===== src/rtl/spi_reg_slave.sv =====
// rtl/spi_reg_slave.sv - SPI responder exposing an 8-bit register file with burst read/write
// All SPI pins are oversampled in the clk domain; sclk is never used as a clock.
module spi_reg_slave #(
    parameter int   NREGS = 16,
    parameter logic CPOL  = 1'b0,
    parameter logic CPHA  = 1'b1
) (
    input  logic       clk,
    input  logic       rst,
    input  logic       sclk,
    input  logic       cs,
    input  logic       mosi,
    output logic       miso,
    output logic       wr_strobe,
    output logic [6:0] wr_addr,
    output logic [7:0] wr_data,
    input  logic [6:0] rd_addr,
    output logic [7:0] rd_data,
    output logic       busy
);

    typedef enum logic [1:0] {IDLE, CMD, WDATA, RDATA} state_t;

    state_t      state, state_d;
    logic [1:0]  sclk_sync, cs_sync, mosi_sync;
    logic        sclk_q, cs_q;
    logic [2:0]  bit_cnt;
    logic [6:0]  rx_sr;
    logic [7:0]  tx_sr;
    logic [6:0]  addr;
    logic        load_pend, wr_pend;
    logic [7:0]  regs [NREGS];

    logic        lead_edge, trail_edge, sample_edge, shift_edge;
    logic        cs_fall, cs_rise, byte_done, addr_ok, wr_en;
    logic [7:0]  rx_next;

    // cs chain resets low so a cs already asserted at reset release never looks like a falling edge
    always_ff @(posedge clk) begin
        if (rst) begin
            sclk_sync <= {2{CPOL}};
            sclk_q    <= CPOL;
            cs_sync   <= 2'b00;
            cs_q      <= 1'b0;
            mosi_sync <= 2'b00;
        end else begin
            sclk_sync <= {sclk_sync[0], sclk};
            sclk_q    <= sclk_sync[1];
            cs_sync   <= {cs_sync[0], cs};
            cs_q      <= cs_sync[1];
            mosi_sync <= {mosi_sync[0], mosi};
        end
    end

    assign lead_edge   = (sclk_q == CPOL) && (sclk_sync[1] != CPOL);
    assign trail_edge  = (sclk_q != CPOL) && (sclk_sync[1] == CPOL);
    assign sample_edge = CPHA ? trail_edge : lead_edge;
    assign shift_edge  = CPHA ? lead_edge : trail_edge;
    assign cs_fall     = cs_q && !cs_sync[1];
    assign cs_rise     = !cs_q && cs_sync[1];
    assign byte_done   = sample_edge && (bit_cnt == 3'd7);
    assign rx_next     = {rx_sr, mosi_sync[1]};
    assign addr_ok     = ({25'd0, addr} < NREGS);
    assign wr_en       = (state == WDATA) && byte_done && !cs_rise && addr_ok;

    assign busy = (state != IDLE);
    assign miso = (state != IDLE) && tx_sr[7];

    function automatic logic [7:0] reg_at(input logic [6:0] a);
        reg_at = 8'h00;
        for (int i = 0; i < NREGS; i++) begin
            if (a == 7'(i)) reg_at = regs[i];
        end
    endfunction

    always_ff @(posedge clk) begin
        if (rst) state <= IDLE;
        else     state <= state_d;
    end

    always_comb begin
        state_d = state;
        case (state)
            IDLE:  if (cs_fall) state_d = CMD;
            CMD: begin
                if (cs_rise)        state_d = IDLE;
                else if (byte_done) state_d = rx_next[7] ? RDATA : WDATA;
            end
            WDATA: if (cs_rise) state_d = IDLE;
            RDATA: if (cs_rise) state_d = IDLE;
            default: state_d = IDLE;
        endcase
    end

    // bit_cnt == 0 on a shift edge marks the byte's first bit already on miso (CPHA=1 leading
    // edge) or the trailing edge right after a reload (CPHA=0), so that shift is suppressed
    always_ff @(posedge clk) begin
        if (rst) begin
            bit_cnt   <= 3'd0;
            rx_sr     <= 7'd0;
            tx_sr     <= 8'h00;
            addr      <= 7'd0;
            load_pend <= 1'b0;
            wr_pend   <= 1'b0;
            wr_strobe <= 1'b0;
            wr_addr   <= 7'd0;
            wr_data   <= 8'h00;
        end else begin
            wr_pend   <= 1'b0;
            wr_strobe <= wr_pend;
            load_pend <= 1'b0;
            if (state == IDLE) begin
                bit_cnt <= 3'd0;
                if (cs_fall) begin
                    tx_sr <= 8'h00;
                    rx_sr <= 7'd0;
                end
            end else if (cs_rise) begin
                bit_cnt <= 3'd0;
            end else begin
                if (sample_edge) begin
                    rx_sr   <= rx_next[6:0];
                    bit_cnt <= bit_cnt + 3'd1;
                end
                if (load_pend)
                    tx_sr <= reg_at(addr);
                else if (shift_edge && bit_cnt != 3'd0)
                    tx_sr <= {tx_sr[6:0], 1'b0};
                if (byte_done) begin
                    case (state)
                        CMD: begin
                            addr      <= rx_next[6:0];
                            load_pend <= rx_next[7];
                        end
                        RDATA: begin
                            addr      <= addr + 7'd1;
                            load_pend <= 1'b1;
                        end
                        WDATA: begin
                            if (addr_ok) begin
                                wr_pend <= 1'b1;
                                wr_addr <= addr;
                                wr_data <= rx_next;
                            end
                            addr <= addr + 7'd1;
                        end
                        default: ;
                    endcase
                end
            end
        end
    end

    always_ff @(posedge clk) begin
        for (int i = 0; i < NREGS; i++) begin
            if (rst)                         regs[i] <= 8'h00;
            else if (wr_en && addr == 7'(i)) regs[i] <= rx_next;
        end
        if (rst) rd_data <= 8'h00;
        else     rd_data <= reg_at(rd_addr);
    end

endmodule


===== config.mk =====
export PLATFORM = sky130hd
export DESIGN_NAME = spi_reg_slave
export DESIGN_NICKNAME = d
export VERILOG_FILES = /design/src/rtl/spi_reg_slave.sv
export SDC_FILE = /design/constraint.sdc
export NUM_CORES = 1
export LEC_CHECK = 0
export ABC_AREA = 1
export ABC_CLOCK_PERIOD_IN_PS = 4150
export CORE_ASPECT_RATIO = 0.9
export CORE_MARGIN = 4
export CORE_UTILIZATION = 39
export CTS_CLUSTER_SIZE = 12
export DETAILED_ROUTE_END_ITERATION = 8
export DONT_BUFFER_PORTS = 1
export HOLD_SLACK_MARGIN = 0.12
export SETUP_SLACK_MARGIN = 0.3
export SLEW_MARGIN = 10
export SYNTH_ARGS = -nofsm -noshare
export SYNTH_HDL_FRONTEND = slang
export SYNTH_SLANG_ARGS = --single-unit

===== constraint.sdc =====
create_clock -name clk -period 4.15 [get_ports clk]
set_clock_uncertainty 0.2 [all_clocks]
set_input_delay 0.415 -clock clk [delete_from_list [all_inputs] [get_ports clk]]
set_output_delay 0.415 -clock clk [all_outputs]
set_load 0.05 [all_outputs]

==> reports/results.txt <==
Worst Setup End Kind -> flop
DIE AREA -> 26,830 um2
DIE WIDTH -> 172.2 um
grt ovf -> 0
status -> finished clean
setup tns final -> 0 ns
crit start category -> flop
Worst Setup EP -> tx_sr[4]
Vias/cell -> 5.456
Setup WS post-layout -> 0.6446 ns
# H-tree levels -> 4
CTS max path bufs -> 2
Register Area -> 5065 um2
area occupied by multi-input gates -> 3767 um2
commonest non-fill, non-tap cells in the layout -> nand2_1 (245), nor2_1 (211), edfxtp_1 (128)
Detail Placement HPWL -> 19,060 um
syn avg cell area -> 8.244 um2
hold buffer count at CTS -> 6
post-synth net total -> 1,167
max-cap violations -> 0
RD Place Congestion -> 0.9616
Req. time, crit path -> 4.28 ns
most common cell after layout, fill and taps aside -> nand2_1
average wire per standard cell -> 18.80 um
Synth Warn # -> 0
TritonCTS buffer count -> 17
Worst R2R Start -> addr[0]
1st-pass router iterations -> 7
Final ANT Viol Nets -> 0
crit-path max FO -> 11
vias in the first global route -> 7,635
DRC errors left -> 0
share of cells above drive strength 1 -> 8.904%
latest clock arrival within the worst-skew pair -> 0.45 ns
Final Hold Viols -> 0
vias -> 8,020
Setup WS pre-CTS -> 0.9376 ns
WS Path Type -> flop to flop
post-synthesis sequential area ratio -> 53.52%
period utilization -> 84.47%
worst r2r dst -> tx_sr[4]
Synth Flop Type -> edfxtp_1
leakage power -> 3.851 nW
worst reg2reg path depth -> 24
post-synth top area share -> 40.61%
VDD IR max -> 238.0 uV
Critical Path AT -> 3.64 ns
Worst Hold Class -> flop to flop
site row count -> 53
Post-synth EDFFs -> 128
Unique masters post-synth -> 45
largest net degree at the start of global routing -> 53
fill count -> 2,314
first-pass GRT wire length -> 43,060 um
Tmin final -> 3.505 ns
Setup Buffers After CTS -> 0
Non-Filler Instances -> 1,470
synthesis-to-finish area growth -> 10.92%
nets@finish -> 1,174
Die Ht -> 155.8 um
Pwr Density -> 381.5 nW/um2
# setup viols final -> 0
final core area utilization -> 44.47%
WL final -> 27,630 um
CTS clk-pin slew, worst paths -> 0.08 ns
clk root buf -> clkbuf_16
# IOs -> 38
total clock sinks -> 189
Fmax achieved -> 285.3 MHz
Synth Register Bits -> 189
Placed Cells -> 1,432
global-route usage over all layers -> 20.85%
r2r setup slk -> 0.64 ns
initial antenna violation count -> 0
initial drt markers -> 879
CTS tree -> done
RSZ-0062 raised after global routing -> false
# port buffers -> 0
number of diodes -> 0
Post-CTS Resized -> 0
Synth area leaders -> edfxtp_1 (41%), dfxtp_1 (13%), nand2_1 (9.7%), nor2_1 (8.4%), a21oi_1 (5.7%)
Crit. Startpoint -> addr[0]
Initial Utilization -> 40.09%
Post-synth ARST share -> 0%
post-synth top area cell -> edfxtp_1
synthesized cell area -> 9464 um2
max_slew headroom -> 26.18%
Cells after Synth -> 1,148
Worst-Margin Slew -> 1.106 ns
core area -> 23,610 um2
Slew Viols, Final -> 0
sequential cells by signal, indices dropped and copies added, names as in the netlist, 3 cells and up:
signal	flops
regs	128
tx_sr	8
wr_addr	7
addr	7
rd_data	8
rx_sr	7
bit_cnt	3
wr_data	8
metrics by stage:
stage	power, mW	hold slack [ns]	area, um2
after floorplan	2.254	0.1883	9464
after global placement	2.334	0.1953	9822
after detailed placement	2.334	0.1973	9822
after CTS	4.033	0.2049	10500
after global routing	4.128	0.2410	10500
final	4.005	0.2057	10500
worst min-delay path by stage:
| stage | start | to | cells past startpoint |
|---|---|---|---|
| after global routing | mosi_sync[0] | mosi_sync[1] | 2 |
| after detailed placement | mosi_sync[0] | mosi_sync[1] | 2 |
| after global placement | wr_pend | wr_strobe | 2 |
| after floorplan | cs_sync[0] | cs_sync[1] | 2 |
| final | sclk_sync[0] | sclk_sync[1] | 2 |
| after CTS | sclk_sync[0] | sclk_sync[1] | 2 |
worst max-delay path, cell delays in order (launching register included):
cell,delay [ns]
dfxtp_1,0.35
inv_1,0.14
ha_1,0.16
inv_1,0.08
nor3_4,0.49
inv_2,0.16
nand3_1,0.12
nand2_1,0.08
nand2_1,0.07
nand2_1,0.04
nand2_1,0.05
nand3_1,0.11
nand2_1,0.09
nand3_1,0.06
nand3_1,0.10
nand2_1,0.06
nand2_1,0.06
nand3_1,0.07
nand2_1,0.06
nand2_1,0.06
nand2_1,0.06
nand2_1,0.06
nand2_1,0.07
a21oi_2,0.05
dlygate4sd3_1,0.55
cells in the mapped netlist, types with 5 or more instances:
master / n
edfxtp_1: 128
nand3_1: 70
o21ai_0: 50
nor3_1: 9
inv_1: 92
inv_2: 16
ha_1: 7
dfxtp_1: 61
nor2_4: 5
nand2_1: 245
a22oi_1: 7
o211ai_1: 5
clkinv_1: 9
nor2_1: 211
a21oi_1: 107
o21ai_1: 16
buf_1: 5
nand4_1: 10
a221oi_1: 6
clkbuf_1: 27
a21oi_2: 5
o2111ai_1: 5
per-layer routing:
layer  part of all wire [%]  track usage [%]
met1                     45            30.04
met2                     46            32.26
met3                    7.6            3.876
met4                    1.9            5.951
met5                      0                0
where the power goes:
| group | internal [mW] | total (mW) | leakage (nW) | switching (mW) |
|---|---|---|---|---|
| combinational | 0.0411 | 0.182 | 1.81 | 0.141 |
| clock | 0.896 | 1.70 | 0.308 | 0.805 |
| sequential | 2.07 | 2.12 | 1.73 | 0.0487 |
cell type report:
class / instances / area share (%)
sequential: 189 / 48.25
inverter: 117 / 4.184
timing repair buffer: 29 / 2.312
multi-input combinational: 801 / 35.89
tap: 302 / 3.600
clock inverter: 13 / 1.240
clock buffer: 19 / 4.529
kinds of logic (layout without fill, tap and decap cells):
family	count (synthesis)	after routing	share of synthesized area (%)
XOR/XNOR	1	1	0.09256
AO/OA/AOI/OAI	218	218	12.97
flip-flops	189	189	53.52
AND/OR/NAND/NOR	575	575	25.82
adder cells (fa/ha/maj)	7	7	0.9254
buffers and inverters	158	178	6.676
Power figures use the tool's default switching activity.
